## src/rtl/fp_op_sequencer.sv

```systemverilog
// Issues ADDF/MULTF from EX to the shared multi-cycle FP core and stalls the pipeline until the result returns.
// Optional watchdog on the core handshake is enabled with `define FPU_TIMEOUT_EN.
module fp_op_sequencer #(
  parameter int DATA_W  = 16,
  parameter int REG_W   = 4,
  parameter int TIMEOUT = 16
) (
  input  logic              clk,
  input  logic              rst,
  input  logic              op_valid_i,
  input  logic              op_is_mul_i,
  input  logic [DATA_W-1:0] opa_i,
  input  logic [DATA_W-1:0] opb_i,
  input  logic [REG_W-1:0]  dest_i,
  input  logic              flush_i,
  output logic              fpu_start_o,
  output logic              fpu_op_o,
  output logic [DATA_W-1:0] fpu_a_o,
  output logic [DATA_W-1:0] fpu_b_o,
  input  logic              fpu_done_i,
  input  logic [DATA_W-1:0] fpu_result_i,
  output logic              stall_o,
  output logic              res_valid_o,
  output logic [DATA_W-1:0] res_data_o,
  output logic [REG_W-1:0]  res_dest_o,
  output logic              busy_o,
  output logic              err_o
);

  typedef enum logic [2:0] {
    S_IDLE,
    S_ISSUE,
    S_WAIT,
    S_DONE,
    S_DRAIN
  } state_t;

  state_t            state;
  logic              op_q;
  logic [DATA_W-1:0] a_q;
  logic [DATA_W-1:0] b_q;
  logic [REG_W-1:0]  dest_q;
  logic [DATA_W-1:0] res_q;
  logic [REG_W-1:0]  res_dest_q;
  logic              err_q;
  logic              wd_expired;

`ifdef FPU_TIMEOUT_EN
  localparam int CNT_W = $clog2(TIMEOUT) + 1;
  localparam logic [CNT_W-1:0] CNT_LAST = CNT_W'(TIMEOUT - 1);

  logic [CNT_W-1:0] wd_cnt;

  // Counts cycles spent waiting on the core; restarts whenever WAIT or DRAIN is entered.
  always_ff @(posedge clk) begin
    if (rst) begin
      wd_cnt <= '0;
    end else if (state == S_WAIT && flush_i) begin
      wd_cnt <= '0;
    end else if (state == S_WAIT || state == S_DRAIN) begin
      wd_cnt <= wd_cnt + CNT_W'(1);
    end else begin
      wd_cnt <= '0;
    end
  end

  assign wd_expired = (wd_cnt == CNT_LAST);
`else
  assign wd_expired = 1'b0;
`endif

  always_ff @(posedge clk) begin
    if (rst) begin
      state      <= S_IDLE;
      op_q       <= 1'b0;
      a_q        <= '0;
      b_q        <= '0;
      dest_q     <= '0;
      res_q      <= '0;
      res_dest_q <= '0;
      err_q      <= 1'b0;
    end else begin
      case (state)
        S_IDLE: begin
          if (op_valid_i && !flush_i) begin
            op_q   <= op_is_mul_i;
            a_q    <= opa_i;
            b_q    <= opb_i;
            dest_q <= dest_i;
            state  <= S_ISSUE;
          end
        end
        S_ISSUE: begin
          state <= flush_i ? S_DRAIN : S_WAIT;
        end
        S_WAIT: begin
          // A result arriving alongside a flush belongs to a squashed op, so drop it.
          if (fpu_done_i && flush_i) begin
            state <= S_IDLE;
          end else if (fpu_done_i) begin
            res_q      <= fpu_result_i;
            res_dest_q <= dest_q;
            state      <= S_DONE;
          end else if (flush_i) begin
            state <= S_DRAIN;
          end else if (wd_expired) begin
            err_q      <= 1'b1;
            res_q      <= '0;
            res_dest_q <= dest_q;
            state      <= S_DONE;
          end
        end
        S_DONE: begin
          state <= S_IDLE;
        end
        S_DRAIN: begin
          if (fpu_done_i) begin
            state <= S_IDLE;
          end else if (wd_expired) begin
            err_q <= 1'b1;
            state <= S_IDLE;
          end
        end
        default: begin
          state <= S_IDLE;
        end
      endcase
    end
  end

  // DONE drops the stall so EX advances on the same edge the result is captured by EX/MEM.
  always_comb begin
    stall_o = 1'b0;
    case (state)
      S_IDLE:          stall_o = op_valid_i && !flush_i;
      S_ISSUE, S_WAIT: stall_o = 1'b1;
      S_DRAIN:         stall_o = op_valid_i;
      default:         stall_o = 1'b0;
    endcase
  end

  assign fpu_start_o = (state == S_ISSUE);
  assign fpu_op_o    = op_q;
  assign fpu_a_o     = a_q;
  assign fpu_b_o     = b_q;
  assign res_valid_o = (state == S_DONE) && !flush_i;
  assign res_data_o  = res_q;
  assign res_dest_o  = res_dest_q;
  assign busy_o      = (state != S_IDLE);
  assign err_o       = err_q;

endmodule

```

## config.mk

```make
export PLATFORM = sky130hd
export DESIGN_NAME = fp_op_sequencer
export DESIGN_NICKNAME = d
export VERILOG_FILES = /design/src/rtl/fp_op_sequencer.sv
export SDC_FILE = /design/constraint.sdc
export NUM_CORES = 1
export LEC_CHECK = 0
export CORE_MARGIN = 8
export CORE_UTILIZATION = 40
export DETAILED_ROUTE_END_ITERATION = 10
export GPL_TIMING_DRIVEN = 0
export PLACE_DENSITY = 0.75
export SLEW_MARGIN = 0
export SYNTH_ARGS = -nofsm -noshare
export SYNTH_HDL_FRONTEND = slang
export SYNTH_SLANG_ARGS = --single-unit
```

## constraint.sdc

```tcl
create_clock -name clk -period 3.05 [get_ports clk]
set_input_delay 0.61 -clock clk [delete_from_list [all_inputs] [get_ports clk]]
set_output_delay 0.61 -clock clk [all_outputs]
set_load 0.05 [all_outputs]
```

# [Yosys cells after proc, flatten, opt, wreduce, memory -nomap -nowiden]
# Cells that the tools add are included.
[word_totals] reg_bits=60 elab_cells=33 input_bits=58 out_inout_bits=58
[op_classes] muxes=8 bitwise=1 n_eq_ne=7 n_reduce_logical=10
[ops] op="two-way mux 3 bit" count=6
[ops] op="case mux 3 bit (4 select lines)" count=1
[ops] op="equality test 3 x 2 -> 1 bit, second input constant" count=2
[ops] op="AND reduction 3 bit" count=2
[ops] op="inequality test 2 bit, second input constant" count=2
[ops] op="inequality test 4 bit, second input constant" count=1
[ops] op="equality test 3 x 1 -> 1 bit, second input constant" count=1
[ops] op="equality test 3 bit, second input constant" count=1
[ops] op="logical AND 1 bit" count=3
[ops] op="zero test 3 bit" count=1
[ops] op="case mux 1 bit (3 select lines)" count=1
[ops] op="nonzero test 3 bit" count=1
[ops] op="AND reduction 2 bit" count=1
[ops] op="OR reduction 2 bit" count=1
[ops] op="zero test 1 bit" count=1
[ops] op="inverter 1 bit" count=1

# [Depth between registers and ports, before layout]
# Gate-level depths: netlist of the first run.
[depth] ltp_word=4 depth_mapped=6 ltp_nobuf=3

# [Worst setup path before layout of the first run]
# OpenSTA, ideal clock, no wires.
[synth_path] kind="input port to output port" from="input port flush_i" to="output port res_valid_o" arrival_time_ps=1927 path_slack_ps=513 cell_stages=2 n_path_buf=1 required_ps=2440 cell_sequence="buf_2 > nor3b_1"
[synth_between] elab_chain_cells=2
[synth_lines] item="start, declared" line="15" text="input logic flush_i,"
[synth_lines] item="zero test 1 bit" line="146" text="assign res_valid_o = (state == S_DONE) && !flush_i;"
[synth_lines] item="logical AND 1 bit" line="146"
[synth_lines] item="end, declared" line="23" text="output logic res_valid_o,"
# No other way between the ends.

# [Final worst setup path of the first run]
[layout_path] from="input port op_valid_i" to="output port stall_o"
[layout_between] elab_chain_cells=2
[layout_lines] item="start, declared" line="10" text="input logic op_valid_i,"
[layout_lines] item="logical AND 1 bit" line="135" text="S_IDLE: stall_o = op_valid_i && !flush_i;"
[layout_lines] item="case mux 1 bit (3 select lines) (*)" line="134" text="case (state)"
[layout_lines] item="end, declared" line="22" text="output logic stall_o,"
# Mark *: on every way between the ends. The rest lies on a longest branch, timed or not.

==> impl_metrics.tcl, run 1 <==
set metrics [dict create \
    grt_pass1_wl_um 12500 \
    p_comb_share_pct 26.4 \
    drive_gt1_share_pct 8.06 \
    status "finished clean" \
    diodes 0 \
    num-nets-final 477 \
    tns_ns 0 \
    critPathArrivalTime_ns 2.32 \
    synth_top_area_share_pct 48.3 \
    end_kind "primary output" \
    post_cts_buffers 0 \
    powerDensity_nw_per_um2 521 \
    place_congestion 0.739 \
    std_cell_rows 28 \
    slowest_stage "dlygate4sd2_1" \
    ys.flop_type "dfxtp_1" \
    synth_area_um2 2480 \
    via_per_inst 5.22 \
    crit_fanout 10 \
    cts_buffer_depth 2 \
    vias 2593 \
    hold_path_depth 2 \
    clock_sinks 60 \
    maxCapViolCount 0 \
    critPathRequiredTime_ns 2.44 \
    wl_per_cell_um 15.5 \
    postLayoutCoreUtil_pct 64.9 \
    final.fill_count 583 \
    synth-seq-cells 60 \
    hold_violations 0 \
    p_total_mw 2.01 \
    clk_pin_slew_ns 0.06 \
    start_util_pct 41.7 \
    rr_worst_depth 5 \
    yosysTopAreaCell "dfxtp_1" \
    cp_slowest_stage_delay_ns 0.55 \
    dr.pass1.iters 4 \
    holdBufCountCts 0 \
    synth_area_leaders "dfxtp_1 (48%), a21oi_1 (12%), nand3_1 (12%), o21ai_0 (10%), buf_6 (4.1%)" \
    drv_slew 0 \
    io_pins 116 \
    grt-ovfl-total 0 \
    die_y_um 94.8 \
    ant_nets 0 \
    clk-insertion-delay-late_ns 0.33 \
    hp-start "dest_q[3]" \
    setup_viol_count_final 0 \
    ys_types 27 \
    min_period_ns 2.93 \
    grt_setup_unrepaired "no" \
    worst_setup_path_start_kind "input port" \
    grt_max_degree 11 \
    dp_hpwl_um 5650 \
    r2r_slack_ns 1.36 \
    syn-num-nets 355 \
    reg2reg_from "state[0]" \
    synth.cells.most_frequent "dfxtp_1 (60), a21oi_1 (59), nand3_1 (58)" \
    vdd_drop_max_uv 344 \
    hold_ws_ns 0.465 \
    clock-root-buffer "clkbuf_8" \
    drt_iter0_drc 86 \
    grt_pass1_vias 2640 \
    min_path_type "register to register" \
    swShare_pct 31.1 \
    syn_to_final_growth_pct 55.5 \
    die_w_um 94.8 \
    cts_buffers 9 \
    cts_tree "done" \
    finalClockSkew_ns 0.00692 \
    yosysMostFrequentCell "dfxtp_1" \
    async_flop_share_pct 0 \
    port_buffers 111 \
    cp_cell_sequence "clkdlybuf4s50_1 > clkbuf_1 > a21oi_1 > o2bb2ai_1 > dlygate4sd2_1" \
    die_area_um2 8990 \
    synth-edff-count 0 \
    cts-resized-gates 1 \
    pwr-share-seq_pct 41.8 \
    grt_util_all_layers_pct 17.3 \
    path_class "input port to primary output" \
    period_share_pct 96.0 \
    syn_avg_cell_area_um2 8.37 \
    drc 0 \
    holdPathEnd "res_dest_o[3]" \
    syn_inst 297 \
    yosysSeqAreaShare_pct 48.3 \
    worstReg2RegEnd "res_data_o[14]" \
    tightestPinTransition_ns 0.658 \
    routed_wl_um 7730 \
    htree_levels 3 \
    core_um2 5960 \
    fmax_ghz 0.341 \
    yosys_warnings 0 \
    power_leakage_nw 1.32 \
    antenna_found_initial 0 \
    internal-power_mw 1.39 \
    clkPwrFrac_pct 31.8 \
    slew-limit-headroom_pct 55.8 \
    switchingPower_uw 626 \
]
## cell type report
cell class	instances	area [µm²]	share of cell area, %
buffer	35	211	5.47
clock buffer	12	165	4.27
clock inverter	2	10.0	0.259
inverter	3	11.3	0.291
multi-input combinational	199	1060	27.5
sequential	60	1200	31.1
tap	75	93.8	2.43
timing repair buffer	111	1110	28.7
## per-layer routing
layer	GRT usage (%)	wire, µm	vias to the layer above
li1	-	-	1307
met5	0	0	-
met3	5.24	523	10
met2	28.4	3730	91
met4	7.41	110	0
met1	20.5	3360	1185
## cells by family after synthesis
logic type	after synthesis	share of synthesized area [%]
compound gates	120	24.6
xor+xnor	1	0.353
buf+inv	38	8.96
flops	60	48.3
other cells	1	0.151
simple gates	77	17.6
## cells in the final DEF, fill, tap and decap left out
master           instances
a211o_1                  1
a21oi_1                 59
a221oi_1                 1
buf_2                    7
buf_4                    1
buf_6                    9
clkbuf_1                18
clkbuf_8                12
clkdlybuf4s50_1        110
clkinv_2                 2
conb_1                   1
dfxtp_1                 60
dlygate4sd2_1            1
inv_1                    3
nand2_1                  3
nand2b_1                 1
nand3_1                 58
nor2_1                   1
nor2b_1                  4
nor3_1                   1
nor3b_1                  3
nor4_1                   1
nor4_4                   1
nor4b_1                  1
nor4b_2                  1
o21ai_0                 51
o21ai_1                  7
o2bb2ai_1                1
or4_4                    1
or4b_1                   1
xnor2_1                  1
## power by group through the flow
stage                     clock, mW  sequential [mW]  combinational (mW)
after floorplan                   0            0.963               0.230
after global placement            0            0.857               0.533
after detailed placement          0            0.858               0.537
after CTS                     0.656            0.841               0.536
after global routing          0.693            0.845               0.568
final                         0.640            0.840               0.532
## how the worst max path moves through the flow
stage | endpoint | slack, ns | from
finish | stall_o | 0.12 | op_valid_i
detailed placement | stall_o | -0.20 | op_valid_i
global route | stall_o | 0.01 | op_valid_i
CTS | stall_o | 0.09 | op_valid_i
floorplan | res_valid_o | 0.51 | flush_i
global placement | stall_o | -0.21 | op_valid_i
## sequential cells by signal, indices dropped and copies added, names as in the netlist
signal      count
fpu_op_o        1
res_dest_o      4
fpu_b_o        16
state           3
fpu_a_o        16
dest_q          4
res_data_o     16
## critical path, delay by kind of cell
kind / cells / cell delay (ns)
compound gates: 2 / 0.29
buf+inv: 3 / 1.43
## metrics by stage
step                std cells  setup slack (ns)  area (µm²)
floorplan                 297             0.513        2480
global placement          483            -0.212        3690
detailed placement        483            -0.200        3690
CTS                       497            0.0876        3860
global route              497            0.0103        3860
finish                    497             0.121        3860
Power figures use the tool's default switching activity.
==> run 2, diff against run 1 <==
Settings changed: PLACE_DENSITY 0.75 to 0.78.
==> run 2 against run 1 <==
Effect of this change:
- clock power is 13% higher
- first-iteration DRC count increased by 57%
- combinational power about the same
- cell area grew 0.71%
- global-route usage down 0.56 points
- sequential share of layout area shrank 0.22 points
- clock-buffer cell count did not move
==> impl_metrics.tcl, run 2 (synthesis gave the netlist of run 1 again) <==
set metrics [dict create \
    slew-limit-headroom_pct 55.4 \
    drv_slew 0 \
    end_kind "primary output" \
    place_congestion 0.763 \
    ant_nets 0 \
    crit_path_start "op_valid_i" \
    syn_to_final_growth_pct 56.6 \
    worstReg2RegEnd "res_dest_o[1]" \
    reg2reg_from "state[0]" \
    final_common_cell "clkdlybuf4s50_1" \
    core_um2 5960 \
    cts_tree "done" \
    hold_violations 0 \
    grt_util_all_layers_pct 16.8 \
    status "finished clean" \
    rr_worst_depth 5 \
    vdd_drop_max_uv 316 \
    period_share_pct 97.4 \
    dp_cells 483 \
    hold_path_depth 2 \
    drt_iter0_drc 135 \
    grt_pass1_wl_um 12100 \
    wl_per_cell_um 15.6 \
    setup_viol_count_final 0 \
    p_total_mw 2.09 \
    via_per_inst 5.27 \
    routed_wl_um 7780 \
    fmax_ghz 0.337 \
    mostFrequentLayoutCells "clkdlybuf4s50_1 (110), dfxtp_1 (60), a21oi_1 (59), nand3_1 (58), o21ai_0 (51)" \
    grt_max_degree 11 \
    grt-ovfl-total 0 \
    antenna_found_initial 0 \
    drive_gt1_share_pct 8.25 \
    place_ws_ns -0.217 \
    die_y_um 94.8 \
    final.fill_count 526 \
    worst_setup_path_start_kind "input port" \
    hp-start "dest_q[3]" \
    tns_ns 0 \
    r2r_slack_ns 1.37 \
    finalClockSkew_ns 0.00833 \
    std_cell_rows 28 \
    min_period_ns 2.97 \
    vias 2630 \
    holdPathEnd "res_dest_o[3]" \
    clock_sinks 60 \
    grt_pass1_vias 2537 \
    dp_hpwl_um 5600 \
    maxCapViolCount 0 \
    io_pins 116 \
    cts_buffer_depth 2 \
    drc 0 \
    critPathArrivalTime_ns 2.36 \
    power_leakage_nw 1.33 \
    die_area_um2 8990 \
    start_util_pct 41.7 \
    layout_setup_ws_ns 0.0796 \
    die_w_um 94.8 \
    min_path_type "register to register" \
    clock-root-buffer "clkbuf_8" \
    grt_setup_unrepaired "no" \
    tightestPinTransition_ns 0.664 \
    num-nets-final 477 \
    htree_levels 3 \
    placed_area_um2 3690 \
    dr.pass1.iters 4 \
    design_area_um2 3890 \
    cts_buffers 9 \
    instances_no_fill 499 \
    crit_fanout 10 \
    clk-insertion-delay-late_ns 0.33 \
    powerDensity_nw_per_um2 538 \
    diodes 0 \
    clk_pin_slew_ns 0.07 \
    critPathRequiredTime_ns 2.44 \
    port_buffers 111 \
    path_class "input port to primary output" \
]
run 2: cell types whose count changed in the layout (fill, tap and decap cells not counted), sizes merged:
cell	delta
bufinv	+1
clkinvlp	+1
run 2: power by group:
part           internal [mW]  switching (mW)
logic                  0.214           0.317
registers              0.822          0.0196
clock network          0.419           0.302
run 2: critical path, stage by stage:
cell,delay (ns)
clkdlybuf4s50_1,0.51
clkbuf_1,0.40
a21oi_1,0.14
o2bb2ai_1,0.16
dlygate4sd2_1,0.54
run 2: cell type report:
cell class / count / area [µm²] / share of cell area, %
Sequential cell: 60 / 1200 / 30.9
Timing Repair Buffer: 111 / 1110 / 28.5
Multi-Input combinational cell: 199 / 1060 / 27.3
Buffer: 35 / 211 / 5.43
Clock buffer: 12 / 155 / 3.99
Tap cell: 75 / 93.8 / 2.41
Clock inverter: 4 / 47.5 / 1.22
Inverter: 3 / 11.3 / 0.289
run 2: worst max path at each step:
stage               cells past startpoint  slack (ns)     endpoint
finish                                  5        0.08      stall_o
global route                            5        0.01      stall_o
CTS                                     5        0.07      stall_o
detailed placement                      5       -0.22      stall_o
global placement                        5       -0.22      stall_o
floorplan                               2        0.51  res_valid_o
run 2: timing repair:
action | 4_1_cts | 5_1_grt
setup endpoints to repair | 1 | 0
hold buffers | 0 | 0
setup buffers | 0 | 0
resized for setup | 1 | 0
run 2: per-stage QoR:
step / utilization, % / hold slack, ns
after floorplan: - / 0.440
final: 65.3 / 0.475
after CTS: 65.3 / 0.477
after global placement: 62.0 / 0.450
after detailed placement: 62.0 / 0.461
after global routing: 65.3 / 0.495
run 2: per-layer routing:
layer	vias to the layer above	GRT usage (%)	part of all wire [%]
met2	94	26.5	47
met4	0	6.37	1.4
met5	-	0	0
met3	12	6.35	8.9
li1	1305	-	-
met1	1219	20.2	43
